===== src/rtl/aes_round_sequencer.sv =====
// aes_round_sequencer: control FSM that steps an iterative AES datapath through
// NR rounds of STEPS cycles each, with key-schedule strobes and a ready/valid handshake.
module aes_round_sequencer #(
   parameter int STEPS  = 3,
   parameter int STEP_W = 2
) (
   input  logic              clk,
   input  logic              rst_n,
   input  logic              flush,
   input  logic              in_valid,
   output logic              in_ready,
   input  logic [1:0]        key_mode,
   output logic              out_valid,
   input  logic              out_ready,
   output logic              load,
   output logic [3:0]        round_index,
   output logic [STEP_W-1:0] round_step,
   output logic              last_round,
   output logic              enable_ks,
   output logic              mode_err
);

   localparam logic [1:0] IDLE  = 2'd0;
   localparam logic [1:0] ROUND = 2'd1;
   localparam logic [1:0] DONE  = 2'd2;

   localparam logic [STEP_W-1:0] STEP_LAST = STEP_W'(STEPS - 1);
   localparam logic [STEP_W-1:0] STEP_FIN  = STEP_W'(STEPS - 2);

   logic [1:0]        state, state_n;
   logic [3:0]        rnd, rnd_n;
   logic [3:0]        nr, nr_n;
   logic [STEP_W-1:0] step, step_n;
   logic              err_n;
   logic              in_round, fin_round, fin_step, wrap;

   assign in_round  = state == ROUND;
   assign fin_round = in_round && rnd == nr - 4'd1;
   // the final round is one step short: the datapath drops MixColumns there
   assign fin_step  = fin_round && step == STEP_FIN;
   assign wrap      = in_round && step == STEP_LAST;

   assign in_ready    = !flush && (state == IDLE || (state == DONE && out_ready));
   assign load        = rst_n && in_valid && in_ready;
   assign out_valid   = !flush && state == DONE;
   assign round_index = in_round ? rnd : 4'd0;
   assign round_step  = in_round ? step : '0;
   assign last_round  = fin_round;
   assign enable_ks   = wrap || fin_step;

   always_comb begin
      state_n = state;
      rnd_n   = rnd;
      step_n  = step;
      nr_n    = nr;
      err_n   = mode_err;
      if (flush) begin
         state_n = IDLE;
         rnd_n   = 4'd0;
         step_n  = '0;
      end else if (load) begin
         state_n = ROUND;
         rnd_n   = 4'd0;
         step_n  = '0;
         nr_n    = key_mode == 2'd1 ? 4'd12 : key_mode == 2'd2 ? 4'd14 : 4'd10;
         err_n   = mode_err || key_mode == 2'd3;
      end else if (fin_step) begin
         state_n = DONE;
         rnd_n   = 4'd0;
         step_n  = '0;
      end else if (wrap) begin
         step_n = '0;
         rnd_n  = rnd + 4'd1;
      end else if (in_round) begin
         step_n = step + 1'b1;
      end else if (state == DONE && out_ready) begin
         state_n = IDLE;
      end
   end

   always_ff @(posedge clk or negedge rst_n) begin
      if (!rst_n) begin
         state    <= IDLE;
         rnd      <= 4'd0;
         step     <= '0;
         nr       <= 4'd10;
         mode_err <= 1'b0;
      end else begin
         state    <= state_n;
         rnd      <= rnd_n;
         step     <= step_n;
         nr       <= nr_n;
         mode_err <= err_n;
      end
   end

endmodule


===== config.mk =====
export PLATFORM = sky130hd
export DESIGN_NAME = aes_round_sequencer
export DESIGN_NICKNAME = d
export VERILOG_FILES = /design/src/rtl/aes_round_sequencer.sv
export SDC_FILE = /design/constraint.sdc
export NUM_CORES = 1
export LEC_CHECK = 0
export BUFFER_PORTS_ARGS = -buffer_cell sky130_fd_sc_hd__buf_4
export CORE_UTILIZATION = 49
export DETAILED_ROUTE_END_ITERATION = 10
export GPL_TIMING_DRIVEN = 0
export HOLD_SLACK_MARGIN = 0.1
export PLACE_DENSITY = 0.78
export SETUP_SLACK_MARGIN = 0.3
export SYNTH_ARGS = -nofsm -noshare
export SYNTH_HDL_FRONTEND = slang
export SYNTH_SLANG_ARGS = --single-unit

===== constraint.sdc =====
create_clock -name clk -period 2.35 [get_ports clk]
set_clock_uncertainty 0.2 [all_clocks]
set_input_delay 0.235 -clock clk [delete_from_list [all_inputs] [get_ports clk]]
set_output_delay 0.235 -clock clk [all_outputs]
set_load 0.02 [all_outputs]

==> results.sh <==
export IMPL_outcome="finished clean"
export IMPL_pwr_share_comb_pct=25.3
export IMPL_io_buffer_count=18
export IMPL_end_kind="output port"
export IMPL_yosysSeqAreaShare_pct=41.70
export IMPL_crit_type="flop to output port"
export IMPL_synth_top_area_share_pct=37.74
export IMPL_grt_setup_unrepaired="true"
export IMPL_fin_crit_ns=2.275
export IMPL_place_area_sq_um=815.8
export IMPL_crit_chain="inv_2 -> ha_4 -> xor2_2 -> nand4_2 -> or2_1 -> nand2b_1 -> buf_6"
export IMPL_drc=0
export IMPL_power_density_mw_per_mm2=506.2
export IMPL_final_area_sq_um=925.9
export IMPL_slowest_stage="dfstp_2"
export IMPL_cts_sinks=11
export IMPL_track_usage_pct=23.46
export IMPL_grt_ovfl_total=0
export IMPL_critPathMaxFanout=2
export IMPL_path_clk_slew_ns=0.07
export IMPL_reg2reg_slack_ns=0.36
export IMPL_syn_cell_area_sq_um=663.1
export IMPL_synth_seq_cells=11
export IMPL_grt_pass1_vias=521
export IMPL_die_y_um=38.79
export IMPL_grt_max_degree=14
export IMPL_synth_edf_count=0
export IMPL_die_w_um=38.79
export IMPL_rows=12
export IMPL_ios=19
export IMPL_fillerInstances=83
export IMPL_h_tree_depth=1
export IMPL_synth_area_leaders="dfrtp_1 38%, and2_1 7.5%, ha_1 7.5%"
export IMPL_numCtsBuffers=3
export IMPL_drt_total_wl_um=1392
export IMPL_gp_congestion=0.6756
export IMPL_clock_fmax_ghz=0.4396
export IMPL_finalSetupViolCount=0
export IMPL_synth_commonest_cells="10 x dfrtp_1, 8 x and2_1, 7 x nor2_1"
export IMPL_antenna_left=0
export IMPL_min_path_type="input port to flop"
export IMPL_fin_crit_sh_pct=96.81
export IMPL_synth_largest_area_cell="dfrtp_1"
export IMPL_nNetsFinal=111
export IMPL_cts_tree="yes"
export IMPL_synth_main_ff_cell="dfrtp_1"
export IMPL_dr_pass1_iters=3
export IMPL_slew_headroom_pct=78.69
export IMPL_core_sq_mm=0.001186
export IMPL_intPower_uw=331.3
export IMPL_clockBufferDepth=2
export IMPL_synth_most_common_cell="dfrtp_1"
export IMPL_seqPwrFrac_pct=46.4
export IMPL_whs_ns=0.1100
export IMPL_avgSynthCellArea_sq_um=9.473
export IMPL_drive_gt1_share_pct=32.32
export IMPL_cp_required_ns=1.91
export IMPL_power_leakage_uw=0.0004709
export IMPL_diodes=0
export IMPL_syn2layout_area_growth_pct=39.62
export IMPL_tightest_slew_ns=0.3190
export IMPL_cts_root_buf="clkbuf_4"
export IMPL_power_switching_uw=137.4
export IMPL_die_area_sq_mm=0.001504
export IMPL_syn_num_nets=81
export IMPL_dr_first_iter_drc_count=8
export IMPL_sw_frac_of_total_pct=29.31
export IMPL_viasPerCell=5.292
export IMPL_arrival_ns=1.84
export IMPL_wl_per_cell_um=12.32
export IMPL_yosys_warnings=0
export IMPL_initial_utilization_pct=55.91
export IMPL_slew_viol_final=0
export IMPL_antenna_found_initial=0
export IMPL_critical_path_max_stage_delay_ns=0.55
export IMPL_peakVddDrop_mv=0.3844
export IMPL_synthArstFlopShare_pct=100.0
export IMPL_hpwl_um=965.4
export IMPL_seqCellArea_sq_um=276.5
export IMPL_cp_start_kind="flop"
export IMPL_vias=598
export IMPL_p_clk_share_pct=28.3
export IMPL_hold_viol_final=0
export IMPL_cap_violations=0
export IMPL_clk_latency_ns=0.27
export IMPL_multi_input_area_sq_um=384.1
export IMPL_postSynthCellCount=70
export IMPL_yosysUniqueCellTypes=25
export IMPL_grt_pass1_wl_um=2277
==> power groups by stage <==
| stage | sequential (uW) | clock, uW | combinational (uW) |
|---|---|---|---|
| after global placement | 221 | 0 | 85.1 |
| after detailed placement | 222 | 0 | 88.6 |
| after global routing | 220 | 147 | 131 |
| after CTS | 216 | 136 | 117 |
| final | 218 | 132 | 119 |
| after floorplan | 224 | 0 | 52.0 |
==> worst max-delay path, delay by kind of cell, from the launching register on <==
kind / cells / cell delay [ns]
flip-flops: 1 / 0.55
XOR/XNOR: 1 / 0.14
adder cells (fa/ha/maj): 1 / 0.26
AND/OR/NAND/NOR: 3 / 0.46
buffers and inverters: 2 / 0.17
==> metal layers <==
metal  wire (um)  track usage, %  part of all wire, %  vias to the layer above
li1            -               -                    -                      290
met1         642           26.26                   46                      283
met2         651           37.92                   47                       21
met3          57           6.936                  4.1                        4
met4          40           15.52                  2.9                        0
met5           0               0                    0                        -
==> cell families after synthesis <==
| kind of cell | Yosys count | synth area share, % |
|---|---|---|
| fa+ha+maj | 4 | 7.547 |
| mux | 1 | 1.509 |
| compound gates | 10 | 10.00 |
| buf+inv | 6 | 3.396 |
| flops | 11 | 41.70 |
| simple gates | 32 | 27.93 |
| xor+xnor | 6 | 7.924 |
==> worst paths after layout <==
path                             start        end  depth (start not counted)
min                        key_mode[1]   mode_err                          3
max                              nr[1]  enable_ks                          7
min reg2reg                   mode_err   mode_err                          1
max reg2reg                      nr[1]     rnd[1]                          7
min in group asynchronous        rst_n     rnd[0]                          2
max in group asynchronous        rst_n      nr[1]                          2
==> area by class of cell <==
type / instances / share of cell area (%)
clock buffer: 4 / 2.838
inverter: 6 / 2.432
multi-input combinational: 53 / 41.49
sequential: 11 / 29.86
tap: 14 / 1.892
timing repair buffer: 25 / 21.49
==> sequential cells by signal (all words and copies together) (netlist names) <==
signal	cells
mode_err	1
nr	2
rnd	4
state	2
step	2
==> placed cells by master (no fill, tap or decap) <==
master	instances
a21o_1	1
a21oi_1	2
a21oi_2	1
a41o_1	1
and2_1	8
and2b_1	1
and4bb_2	1
buf_4	21
buf_6	1
clkbuf_1	1
clkbuf_4	3
dfrtp_1	10
dfstp_2	1
dlygate4sd3_1	3
ha_1	3
ha_4	1
inv_1	5
inv_2	1
mux2i_1	1
nand2_1	5
nand2b_1	4
nand3b_1	1
nand4_1	2
nand4_2	1
nor2_1	7
o21ai_0	3
o21bai_1	1
o31ai_1	1
or2_1	1
or3_1	1
xnor2_1	1
xor2_1	4
xor2_2	1
==> timing repair <==
item,CTS,global route
endpoints found under the setup margin,2,7
buffers inserted,3,1
hold buffers,3,0
resized for setup,4,0
pin swaps,3,1
hold endpoints to repair,14,0
==> per-stage QoR <==
stage / utilization [%] / total power, uW / setup slack (ns) / TNS (ns) / instances
detailed placement: 68.78 / 310.4 / 0.1675 / 0 / 102
finish: 78.06 / 468.7 / 0.07501 / 0 / 113
global placement: 68.78 / 306.1 / 0.2273 / 0 / 102
CTS: 77.43 / 469.5 / 0.08715 / 0 / 112
floorplan: - / 275.9 / 0.3138 / 0 / 70
global route: 78.06 / 498.2 / -0.02397 / -0.02397 / 113
Power figures use the tool's default switching activity.
